**src/rtl/dbg_access_ctrl.sv**
```systemverilog
// Host debug/loader access sequencer: halts and drains the core, performs one
// regfile read or I/D-memory access, then returns data over a four-phase req/ack.
module dbg_access_ctrl #(
  parameter int unsigned DRAIN_CYCLES = 4
) (
  input  logic        clk,
  input  logic        reset,
  input  logic        run_en,
  input  logic        host_req,
  input  logic [1:0]  host_cmd,
  input  logic [31:0] host_addr,
  input  logic [31:0] host_wdata,
  output logic        host_ack,
  output logic [31:0] host_rdata,
  output logic        host_busy,
  output logic        core_halt,
  output logic        core_halted,
  output logic        imem_we,
  output logic [3:0]  dmem_we,
  output logic [29:0] mem_addr,
  output logic [31:0] mem_wdata,
  output logic [4:0]  reg_addr,
  input  logic [31:0] dmem_rdata,
  input  logic [31:0] reg_rdata
);

  localparam int unsigned CntW = $clog2(DRAIN_CYCLES + 1);
  localparam logic [CntW-1:0] DrainMax = CntW'(DRAIN_CYCLES);

  localparam logic [1:0] CmdRegRd  = 2'b00;
  localparam logic [1:0] CmdImemWr = 2'b01;
  localparam logic [1:0] CmdDmemWr = 2'b11;

  typedef enum logic [2:0] {StIdle, StHalt, StAccess, StWait, StResp} state_e;

  state_e          state_q;
  logic [CntW-1:0] halt_cnt_q, halt_cnt_d;
  logic            core_halt_q, core_halt_d;
  logic [1:0]      cmd_q, acc_cmd;
  logic [31:0]     addr_q, acc_addr;
  logic [31:0]     wdata_q, acc_wdata;
  logic            accept;

  assign accept = host_req && !host_ack;

  always_comb begin
    core_halt_d = core_halt_q;
    unique case (state_q)
      StIdle:  core_halt_d = accept ? 1'b1 : !run_en;
      StResp:  core_halt_d = host_req ? 1'b1 : !run_en;
      default: core_halt_d = 1'b1;
    endcase
    // Counts only cycles already spent halted; clears as soon as halt drops.
    halt_cnt_d = halt_cnt_q;
    if (!core_halt_d) begin
      halt_cnt_d = '0;
    end else if (core_halt_q && halt_cnt_q != DrainMax) begin
      halt_cnt_d = halt_cnt_q + 1'b1;
    end
  end

  // Accesses launched straight from IDLE use the live request fields.
  always_comb begin
    acc_cmd   = (state_q == StIdle) ? host_cmd   : cmd_q;
    acc_addr  = (state_q == StIdle) ? host_addr  : addr_q;
    acc_wdata = (state_q == StIdle) ? host_wdata : wdata_q;
  end

  always_ff @(posedge clk) begin
    if (!reset) begin
      state_q     <= StIdle;
      halt_cnt_q  <= '0;
      core_halt_q <= 1'b0;
      core_halted <= 1'b0;
      host_ack    <= 1'b0;
      host_busy   <= 1'b0;
      host_rdata  <= '0;
      imem_we     <= 1'b0;
      dmem_we     <= '0;
      mem_addr    <= '0;
      mem_wdata   <= '0;
      reg_addr    <= '0;
      cmd_q       <= '0;
      addr_q      <= '0;
      wdata_q     <= '0;
    end else begin
      halt_cnt_q  <= halt_cnt_d;
      core_halt_q <= core_halt_d;
      core_halted <= (halt_cnt_d == DrainMax);
      imem_we     <= 1'b0;
      dmem_we     <= '0;

      unique case (state_q)
        StIdle, StHalt: begin
          if (state_q == StIdle && accept) begin
            cmd_q      <= host_cmd;
            addr_q     <= host_addr;
            wdata_q    <= host_wdata;
            host_busy  <= 1'b1;
            host_rdata <= '0;
            state_q    <= StHalt;
          end
          if ((state_q == StIdle && accept && halt_cnt_q == DrainMax) ||
              (state_q == StHalt && halt_cnt_d == DrainMax)) begin
            state_q   <= StAccess;
            mem_addr  <= acc_addr[31:2];
            reg_addr  <= acc_addr[4:0];
            mem_wdata <= acc_cmd[0] ? acc_wdata : 32'h0;
            imem_we   <= (acc_cmd == CmdImemWr);
            dmem_we   <= (acc_cmd == CmdDmemWr) ? 4'hf : 4'h0;
          end
        end
        StAccess: begin
          if (cmd_q[0]) begin
            state_q  <= StResp;
            host_ack <= 1'b1;
          end else begin
            state_q  <= StWait;
          end
        end
        StWait: begin
          host_rdata <= (cmd_q == CmdRegRd) ? reg_rdata : dmem_rdata;
          host_ack   <= 1'b1;
          state_q    <= StResp;
        end
        StResp: begin
          if (!host_req) begin
            state_q    <= StIdle;
            host_ack   <= 1'b0;
            host_busy  <= 1'b0;
            host_rdata <= '0;
            mem_addr   <= '0;
            reg_addr   <= '0;
            mem_wdata  <= '0;
          end
        end
        default: state_q <= StIdle;
      endcase
    end
  end

  assign core_halt = core_halt_q;

endmodule
```
**config.mk**
```make
export PLATFORM = sky130hd
export DESIGN_NAME = dbg_access_ctrl
export DESIGN_NICKNAME = d
export VERILOG_FILES = /design/src/rtl/dbg_access_ctrl.sv
export SDC_FILE = /design/constraint.sdc
export NUM_CORES = 1
export LEC_CHECK = 0
export ABC_AREA = 1
export ABC_CLOCK_PERIOD_IN_PS = 2800
export BUFFER_PORTS_ARGS = -buffer_cell sky130_fd_sc_hd__buf_2
export CAP_MARGIN = 20
export CORE_MARGIN = 10
export CORE_UTILIZATION = 57
export CTS_BUF_LIST = sky130_fd_sc_hd__clkbuf_4 sky130_fd_sc_hd__clkbuf_8
export DETAILED_ROUTE_END_ITERATION = 8
export PLACE_DENSITY = 0.95
export REMOVE_ABC_BUFFERS = 1
export SETUP_SLACK_MARGIN = 0.3
export SYNTH_ARGS = -nofsm -noshare
export SYNTH_HDL_FRONTEND = slang
export SYNTH_SLANG_ARGS = --single-unit
export TNS_END_PERCENT = 20
```
**constraint.sdc**
```tcl
create_clock -name clk -period 2.8 [get_ports clk]
set_clock_uncertainty 0.1 [all_clocks]
set_input_delay 0.42 -clock clk [delete_from_list [all_inputs] [get_ports clk]]
set_output_delay 0.42 -clock clk [all_outputs]
set_load 0.05 [all_outputs]
```
==> impl_metrics.py, run 1 <==
metrics = {
    "status": {
        "status": "completed",
    },
    "cells_and_area": {
        "fillers": 1050,
        "utilization_pct": 71.6,
        "final_cell_mix": "nand2_1 (243), buf_2 (241), dfxtp_1 (174)",
        "drive_above_1_share_pct": 24.5,
        "multi_input_area_sq_um": 3320,
        "syn2layout_area_growth_pct": 21.6,
        "seq_area_sq_um": 3480,
        "layout_commonest_cell": "nand2_1",
        "final_nets": 1388,
    },
    "timing": {
        "fin_crit_ns": 2.35,
        "setup_viol": 0,
        "min_period_over_period_pct": 84.0,
        "slew_viol_final": 0,
        "finalHoldViolations": 0,
        "layout_setup_ws_ns": 0.449,
        "slew_headroom_pct": 33.9,
        "fmax_mhz": 425,
        "whs_ns": 0.110,
        "rsz0062_at_grt": "false",
        "worstMarginPinSlew_ns": 0.991,
    },
    "setup_path": {
        "slowest_delay_ns": 0.37,
        "critPathLaunchType": "flop",
        "r2r_cells": 10,
        "crit_path_end_kind": "flop",
        "cp.required_ns": 3.09,
        "cpMostUsedCell": "nand2_1",
        "crit_path_top_delay_cell": "dfxtp_1",
        "r2r_slack_ns": 0.45,
        "crit_chain": "inv_1 -> ha_1 -> nand2_1 -> nand2_1 -> o21ai_1 -> nand3_2 -> nand3_4 -> clkbuf_16 -> nand2_1 -> a21oi_1",
        "crit_arrival_ns": 2.64,
        "worstReg2RegEnd": "mem_addr[24]$_SDFFE_PN0P_",
        "r2r_start": "halt_cnt_q[0]$_SDFF_PN0_",
        "cp_max_fo": 39,
        "crit_family": "simple AND/OR/NAND/NOR gates",
        "critPathBufInv": 2,
        "critPathKind": "reg -> reg",
    },
    "detailed_routing": {
        "wl_mm": 21.8,
        "drt-wirelength-per-cell_um": 15.1,
        "first_pass_iters": 5,
        "drtIter0Drc": 769,
        "dr_total_vias": 7673,
        "via_per_inst": 5.33,
        "ant_nets": 0,
        "drcViolationCount": 0,
    },
    "clock_tree": {
        "hold_buffers": 0,
        "clk_latency_ns": 0.46,
        "htreeDepth": 4,
        "clockBufferDepth": 2,
        "cts_buffers": 17,
        "tritoncts": "built",
        "clkSinkCount": 174,
        "cts_resized": 0,
        "cts_root_buf": "clkbuf_8",
        "cts_setup_buffers": 0,
        "clkTransAtPathRegs_ns": 0.08,
    },
    "worst_hold_path": {
        "hold_end": "wdata_q[26]$_SDFFE_PN0P_",
        "holdCritStartpoint": "host_wdata[26]",
        "hold_class": "in -> reg",
        "holdPathStages": 3,
    },
    "floorplan": {
        "die_w_um": 135,
        "fp.dieH_um": 135,
        "row_count": 41,
        "pin_count": 242,
        "die_area_sq_um": 18100,
        "core_sq_um": 12700,
        "start_util_pct": 58.9,
    },
    "power": {
        "power.density_nw_per_um2": 554,
        "power_w": 0.00504,
        "irDropWorstVdd_mv": 0.566,
        "leakagePower_nw": 4.36,
    },
    "job": {
        "maxCapViolations": 0,
    },
    "placement": {
        "place_worst_setup_slack_ns": 0.433,
        "routabilityCongestion": 0.906,
        "buffer_ports.inserted": 241,
        "dp_hpwl_mm": 14.5,
    },
    "yosys": {
        "netlist_top_cells_area": "dfxtp_1 (47%), nand2_1 (12%), a21oi_1 (9.0%)",
        "yosysTopAreaCellShare_pct": 46.5,
        "synth_area_sq_um": 7490,
        "synth_area_leader_cell": "dfxtp_1",
        "yosys_warnings": 0,
        "ys_types": 25,
        "synth_cells": 1059,
        "avgSynthCellArea_sq_um": 7.07,
        "ys_seq_area_share_pct": 46.5,
        "ys_seq_elements": 174,
    },
    "grt": {
        "track_usage_pct": 22.3,
        "grt_pass1_wl_mm": 33.9,
        "antenna_found_initial": 4,
        "first_global_vias": 7052,
        "grt_start_max_net_pins": 108,
        "gr-total-overflow": 0,
    },
}
worst reg2reg max path: cells and delay by family, from the launching register on:
| family | cells | cell delay [ns] |
|---|---|---|
| buffers and inverters | 2 | 0.37 |
| AOI/OAI and AO/OA | 2 | 0.41 |
| and+or+nand+nor | 5 | 0.83 |
| DFF | 1 | 0.37 |
| adders and majority gates | 1 | 0.22 |
final cells by class:
cell class,instances,area share [%]
antenna,3,0.0825
clock buffer,22,3.33
clock inverter,10,0.948
inverter,89,3.72
multi-input combinational,715,36.5
sequential,174,38.3
tap,172,2.36
timing repair buffer,255,14.8
metrics by stage:
stage / instance area, sq um / std cells / TNS [ns]
floorplan: 7110 / 977 / -162.42
global placement: 8660 / 1403 / 0
detailed placement: 8660 / 1403 / 0
CTS: 9050 / 1435 / 0
global route: 9100 / 1438 / 0
finish: 9100 / 1440 / 0
worst max path at each step:
stage,start,end,slack [ns],cells after the start
final,halt_cnt_q[0]$_SDFF_PN0_,mem_addr[24]$_SDFFE_PN0P_,0.45,10
after global routing,halt_cnt_q[0]$_SDFF_PN0_,mem_addr[4]$_SDFFE_PN0P_,0.32,10
after floorplan,state_q[0]$_SDFFE_PN0P_,mem_addr[0]$_SDFFE_PN0P_,-2.08,8
after detailed placement,state_q[0]$_SDFFE_PN0P_,mem_addr[5]$_SDFFE_PN0P_,0.43,9
after CTS,state_q[0]$_SDFFE_PN0P_,mem_addr[4]$_SDFFE_PN0P_,0.37,9
after global placement,host_req,mem_addr[28]$_SDFFE_PN0P_,0.60,11
state kept, by name, summed over array words and instances, names as in the netlist, 3 cells and up:
name	count
mem_addr	30
host_rdata	32
state_q	3
addr_q	32
halt_cnt_q	3
wdata_q	32
mem_wdata	32
cell families (layout without fill, tap and decap cells):
| family | count (synthesis) | count (layout) | share of synthesized area (%) |
|---|---|---|---|
| AO/OA/AOI/OAI | 282 | 282 | 19.9 |
| flip-flops | 174 | 174 | 46.5 |
| buffers and inverters | 171 | 376 | 9.52 |
| adder cells (fa/ha/maj) | 2 | 2 | 0.334 |
| multiplexers | 9 | 9 | 1.35 |
| other | 0 | 3 | 0 |
| AND/OR/NAND/NOR | 421 | 422 | 22.3 |
cell usage after synthesis, drive strengths merged:
master	instances
o211ai	16
a21oi	135
nor2	128
dfxtp	174
nand2	244
mux2	9
ha	2
nand3	43
clkbuf	45
o21bai	1
nand4	2
a211oi	14
o21ai	116
inv	89
buf	37
nor3	3
and3	1
routing by layer:
| metal | up-vias | global-route usage [%] | routed length (um) |
|---|---|---|---|
| met2 | 335 | 36.6 | 10300 |
| li1 | 3800 | - | - |
| met3 | 41 | 7.60 | 2100 |
| met1 | 3493 | 26.8 | 8960 |
| met5 | - | 0 | 27 |
| met4 | 4 | 6.83 | 366 |
power by group:
| group | switching (W) | internal [W] |
|---|---|---|
| clock network | 0.000878 | 0.000815 |
| logic | 0.000483 | 0.000250 |
| registers | 0.0000405 | 0.00257 |
| total | 0.00140 | 0.00364 |
Power figures use the tool's default switching activity.
==> run 2: changes to the inputs <==
- ABC_CLOCK_PERIOD_IN_PS: 2800 -> 2050
- CORE_UTILIZATION: 57 -> 48
- PLACE_DENSITY: 0.95 -> 0.88
- clock period: 2.8 -> 2.05 ns (I/O delays scaled with it)
==> run 2 against run 1 <==
Effect of this change:
- sequential power grew 37%
- clock power rose by 36%
- maximum frequency increased by 18%
- via count grew 3.0%
- combinational power is 62% higher
- power up 40%
- critical path depth increased by 5
- non-clock buffer count rose by 53
- cell area grew 10%
- sequential cell count unchanged
- count of clock-buffer cells in the layout down 3
- worst hold slack lost 0.080 ns
==> impl_metrics.py, run 2 (synthesized netlist as in run 1, its figures left out) <==
metrics = {
    "timing": {
        "min_period_over_period_pct": 96.8,
        "worstMarginPinSlew_ns": 0.551,
        "setup_viol": 0,
        "fin_crit_ns": 1.99,
        "slew_viol_final": 0,
        "slew_headroom_pct": 63.3,
        "fmax_mhz": 504,
        "layout_setup_ws_ns": 0.0647,
        "rsz0062_at_grt": "true",
        "finalHoldViolations": 0,
    },
    "setup_path": {
        "crit_path_top_delay_cell": "dfxtp_2",
        "crit_arrival_ns": 2.27,
        "crit_family": "simple AND/OR/NAND/NOR gates",
        "critPathBufInv": 5,
        "crit_chain": "inv_2 -> ha_4 -> nand2_4 -> nand2_4 -> nand2_2 -> nand2_2 -> nand2_2 -> nand3_4 -> nand3_4 -> buf_6 -> buf_6 -> clkinv_8 -> buf_12 -> nand2_1 -> a21oi_2",
        "slowest_delay_ns": 0.35,
        "critPathLaunchType": "flop",
        "crit_path_end_kind": "flop",
        "cp_max_fo": 8,
        "cp.required_ns": 2.34,
        "cpMostUsedCell": "nand2_2",
        "critPathKind": "reg -> reg",
    },
    "clock_tree": {
        "clkTransAtPathRegs_ns": 0.09,
        "clockBufferDepth": 2,
        "cts_buffers": 17,
        "tritoncts": "built",
        "clk_latency_ns": 0.45,
        "htreeDepth": 4,
        "cts_root_buf": "clkbuf_8",
        "clkSinkCount": 174,
    },
    "placement": {
        "dp_hpwl_mm": 14.9,
        "routabilityCongestion": 0.914,
        "buffer_ports.inserted": 241,
        "place_worst_setup_slack_ns": 0.0232,
    },
    "cells_and_area": {
        "n_antenna_cell": 0,
        "final_nets": 1440,
        "layout_commonest_cell": "buf_2",
        "syn2layout_area_growth_pct": 34.3,
        "drive_above_1_share_pct": 30.4,
        "final_cell_mix": "buf_2 (241), nand2_1 (212), dfxtp_1 (171)",
        "utilization_pct": 65.9,
        "fillers": 1255,
    },
    "floorplan": {
        "die_w_um": 145,
        "start_util_pct": 49.1,
        "core_sq_um": 15300,
        "pin_count": 242,
        "row_count": 45,
        "fp.dieH_um": 145,
        "die_area_sq_um": 21000,
    },
    "grt": {
        "first_global_vias": 7578,
        "antenna_found_initial": 1,
        "grt_start_max_net_pins": 63,
        "grt_pass1_wl_mm": 38.1,
        "gr-total-overflow": 0,
        "track_usage_pct": 21.5,
    },
    "detailed_routing": {
        "first_pass_iters": 5,
        "wl_mm": 24.3,
        "drtIter0Drc": 554,
        "drt-wirelength-per-cell_um": 15.9,
        "ant_nets": 0,
        "via_per_inst": 5.17,
        "dr_total_vias": 7900,
        "drcViolationCount": 0,
    },
    "power": {
        "power.density_nw_per_um2": 701,
        "power_w": 0.00705,
        "irDropWorstVdd_mv": 0.525,
        "leakagePower_nw": 4.71,
    },
    "job": {
        "maxCapViolations": 0,
    },
    "worst_hold_path": {
        "hold_class": "in -> reg",
    },
    "status": {
        "status": "completed",
    },
}
## run 2: changes by cell type in the layout (fill, tap and decap cells not counted), sizes merged
cell and delta:
buf +37, diode -3, inv +3, clkinvlp +1, clkinv -2, dlygate4sd3 +13
nand3 -1
## run 2: per-layer routing
metal	wire length [um]	global-route usage, %	share of wire [%]	vias up
li1	-	-	-	3915
met1	9730	25.5	40	3621
met2	12000	35.9	49	332
met5	13	0	0.054	-
met4	300	6.33	1.2	2
met3	2280	7.23	9.4	30
## run 2: power breakdown
| part | total (W) | leakage [nW] | switching (W) | internal [W] |
|---|---|---|---|---|
| clock network | 0.00229 | 0.181 | 0.00126 | 0.00103 |
| logic | 0.00119 | 3.11 | 0.000731 | 0.000462 |
| registers | 0.00357 | 1.42 | 0.0000562 | 0.00352 |
| total | 0.00705 | 4.71 | 0.00205 | 0.00501 |
## run 2: worst paths after layout
kind | from | end | slack [ns] | cells past startpoint
worst min register to register | addr_q[12]$_SDFFE_PN0P_ | addr_q[12]$_SDFFE_PN0P_ | 0.35 | 2
worst max-delay path | halt_cnt_q[0]$_SDFF_PN0_ | mem_addr[12]$_SDFFE_PN0P_ | 0.06 | 15
worst min-delay path | host_wdata[15] | wdata_q[15]$_SDFFE_PN0P_ | 0.03 | 3
worst max register to register | halt_cnt_q[0]$_SDFF_PN0_ | mem_addr[12]$_SDFFE_PN0P_ | 0.06 | 15
## run 2: worst min-delay path: cells and delay by family
kind	cells	cell delay (ns)
buf+inv	1	0.11
simple gates	1	0.06
compound gates	1	0.05
## run 2: final cells by class
| cell class | instances | area, sq um | share of cell area [%] |
|---|---|---|---|
| tap | 211 | 264 | 2.63 |
| sequential | 174 | 3490 | 34.7 |
| multi-input combinational | 714 | 3530 | 35.1 |
| clock inverter | 12 | 110 | 1.09 |
| clock buffer | 19 | 262 | 2.60 |
| timing repair buffer | 308 | 2060 | 20.5 |
| inverter | 89 | 347 | 3.45 |
## run 2: stage by stage
| step | instance area [sq um] | cells | hold slack, ns | TNS (ns) |
|---|---|---|---|---|
| after floorplan | 7110 | 977 | 0.324 | -287.87 |
| after global placement | 8830 | 1451 | 0.334 | 0 |
| after detailed placement | 8830 | 1451 | 0.341 | 0 |
| after CTS | 9770 | 1516 | 0.000262 | 0 |
| after global routing | 10100 | 1527 | 0.0124 | -0.119 |
| final | 10100 | 1527 | 0.0296 | 0 |
## run 2: what timing repair did
action                                 in CTS  in global routing
hold buffers                               13                  0
setup buffers                              14                  7
setup endpoints to repair                  64                163
gates resized for setup                    46                 43
endpoints found under the hold margin      13                  0
pin swaps                                   8                  7
gates cloned                                7                  4
==> run 3: changes to the inputs <==
- CELL_PAD_IN_SITES_DETAIL_PLACEMENT: default -> 2
- CELL_PAD_IN_SITES_GLOBAL_PLACEMENT: default -> 2
- CORE_UTILIZATION: 48 -> 25
- PLACE_DENSITY: 0.88 -> 0.86
==> run 3 against run 2 <==
Effect of this change:
- cell count grew 13%
- highest routed layer is now met4
- first-iteration DRC count shrank 36%
- sequential cell count is the same
- setup slack lost 0.045 ns
- sequential share of layout area shrank 3.1 points
- power grew 5.0%
==> impl_metrics.py, run 3 (synthesized netlist as in run 1, its figures left out) <==
metrics = {
    "timing": {
        "slew_headroom_pct": 69.1,
        "min_period_over_period_pct": 99.0,
        "whs_ns": 0.0373,
        "tns_ns": 0,
        "slew_viol_final": 0,
        "fin_crit_ns": 2.03,
        "layout_setup_ws_ns": 0.0198,
        "fmax_mhz": 493,
        "rsz0062_at_grt": "true",
        "setup_viol": 0,
        "worstMarginPinSlew_ns": 0.459,
        "finalHoldViolations": 0,
    },
    "cells_and_area": {
        "final_nets": 1463,
        "final_cell_mix": "buf_2 (241), nand2_1 (177), dfxtp_1 (171)",
        "final_area_sq_um": 11100,
        "layout_commonest_cell": "buf_2",
        "fin_cells": 1732,
        "drive_above_1_share_pct": 38.1,
        "syn2layout_area_growth_pct": 47.8,
    },
    "placement": {
        "place_inst": 1643,
        "buffer_ports.inserted": 241,
        "place_area_sq_um": 9180,
        "place_worst_setup_slack_ns": -0.211,
        "routabilityCongestion": 0.730,
        "dp_hpwl_mm": 21.0,
    },
    "clock_tree": {
        "cts_root_buf": "clkbuf_8",
        "htreeDepth": 4,
        "clockBufferDepth": 2,
        "clkSinkCount": 174,
        "clkTransAtPathRegs_ns": 0.11,
        "tritoncts": "built",
        "clk_latency_ns": 0.48,
        "cts_buffers": 17,
    },
    "detailed_routing": {
        "wl_mm": 34.9,
        "dr_total_vias": 8350,
        "via_per_inst": 4.82,
        "drtIter0Drc": 357,
        "drt-wirelength-per-cell_um": 20.2,
        "first_pass_iters": 4,
        "ant_nets": 0,
        "drcViolationCount": 0,
    },
    "floorplan": {
        "row_count": 63,
        "core_sq_um": 29600,
        "pin_count": 242,
        "start_util_pct": 25.3,
        "fp.dieH_um": 193,
        "die_area_sq_um": 37300,
        "die_w_um": 193,
    },
    "grt": {
        "gr-total-overflow": 0,
        "grt_pass1_wl_mm": 49.4,
        "grt_start_max_net_pins": 81,
        "antenna_found_initial": 3,
        "first_global_vias": 8874,
        "track_usage_pct": 16.6,
    },
    "setup_path": {
        "cp.required_ns": 2.37,
        "crit_chain": "nor2_4 -> buf_4 -> nand2_2 -> nand2_1 -> o21ai_1 -> a21oi_2 -> buf_6 -> clkbuf_16 -> o211ai_1 -> nand2_4 -> nand2_2 -> nor2_1",
        "cp_max_fo": 8,
        "cpMostUsedCell": "nand2_2",
        "crit_arrival_ns": 2.35,
        "crit_path_end_kind": "flop",
        "worstReg2RegEnd": "mem_wdata[3]$_SDFFE_PN0P_",
        "r2r_start": "state_q[0]$_SDFFE_PN0P_",
        "crit_path_top_delay_cell": "dfxtp_1",
        "critPathLaunchType": "flop",
        "critPathKind": "reg -> reg",
        "crit_family": "simple AND/OR/NAND/NOR gates",
        "startpoint": "state_q[0]$_SDFFE_PN0P_",
        "r2r_cells": 12,
        "r2r_slack_ns": 0.02,
        "slowest_delay_ns": 0.36,
        "critPathBufInv": 3,
    },
    "worst_hold_path": {
        "holdPathStages": 3,
        "hold_end": "addr_q[1]$_SDFFE_PN0P_",
        "holdCritStartpoint": "host_addr[1]",
        "hold_class": "in -> reg",
    },
    "power": {
        "leakagePower_nw": 5.09,
        "irDropWorstVdd_mv": 0.299,
        "power.density_nw_per_um2": 669,
    },
    "status": {
        "status": "completed",
    },
    "job": {
        "maxCapViolations": 0,
    },
}
## run 3: cell count changes in the layout (fill, tap and decap cells not counted), sizes merged
cell,change
clkinv,+5
clkinvlp,-1
inv,-2
diode,+3
clkbuf,+4
dlygate4sd3,+9
buf,+8
## run 3: worst max-delay path by stage
stage                                       to  slack (ns)  cells after the start
finish               mem_wdata[3]$_SDFFE_PN0P_        0.02                     12
global route         mem_wdata[3]$_SDFFE_PN0P_       -0.08                     12
detailed placement   mem_addr[29]$_SDFFE_PN0P_       -0.21                     12
floorplan             mem_addr[0]$_SDFFE_PN0P_       -2.83                      8
global placement      mem_addr[8]$_SDFFE_PN0P_        0.04                     11
CTS                 mem_wdata[31]$_SDFFE_PN0P_        0.07                     15
## run 3: metal layers
metal	wire [um]	share of wire [%]	vias to the layer above	track usage (%)
li1	-	-	3952	-
met1	14300	41	4177	19.5
met2	18200	52	181	30.0
met3	1800	5.2	40	3.94
met4	590	1.7	0	3.58
met5	0	0	-	0
## run 3: metrics by stage
stage | util (%) | power (W)
after detailed placement | 31.0 | 0.00477
final | 37.4 | 0.00740
after CTS | 34.6 | 0.00725
after floorplan | - | 0.00426
after global placement | 31.0 | 0.00471
after global routing | 37.4 | 0.00781
## run 3: worst reg2reg max path, cell delays in order, from the launching register on
cell and delay [ns]:
dfxtp_1 0.36, nor2_4 0.16, buf_4 0.16, nand2_2 0.10, nand2_1 0.07, o21ai_1 0.10, a21oi_2 0.13, buf_6 0.15
clkbuf_16 0.17, o211ai_1 0.18, nand2_4 0.11, nand2_2 0.04, nor2_1 0.12
## run 3: repair_timing
| action | 4_1_cts | 5_1_grt |
|---|---|---|
| pin swaps | 33 | 50 |
| endpoints found under the hold margin | 21 | 1 |
| buffers inserted | 12 | 5 |
| setup endpoints to repair | 140 | 148 |
| hold buffers | 21 | 1 |
| gates cloned | 5 | 11 |
| resized for setup | 67 | 185 |
## run 3: cell type report
cell class              instances  area (sq um)
well taps                     390           488
flip-flops and latches        174          3490
repair buffers                330          2440
clock buffers                  18           241
diodes                          3          7.51
repair inverters                1          7.51
multi-input cells             714          3930
inverters                      89           354
fillers                      3399         18500
clock inverters                13           115
## run 3: power by group
part / internal [W] / total, W / switching [W]
Clock: 0.000974 / 0.00238 / 0.00140
Sequential: 0.00352 / 0.00358 / 0.0000635
Combinational: 0.000535 / 0.00145 / 0.000910
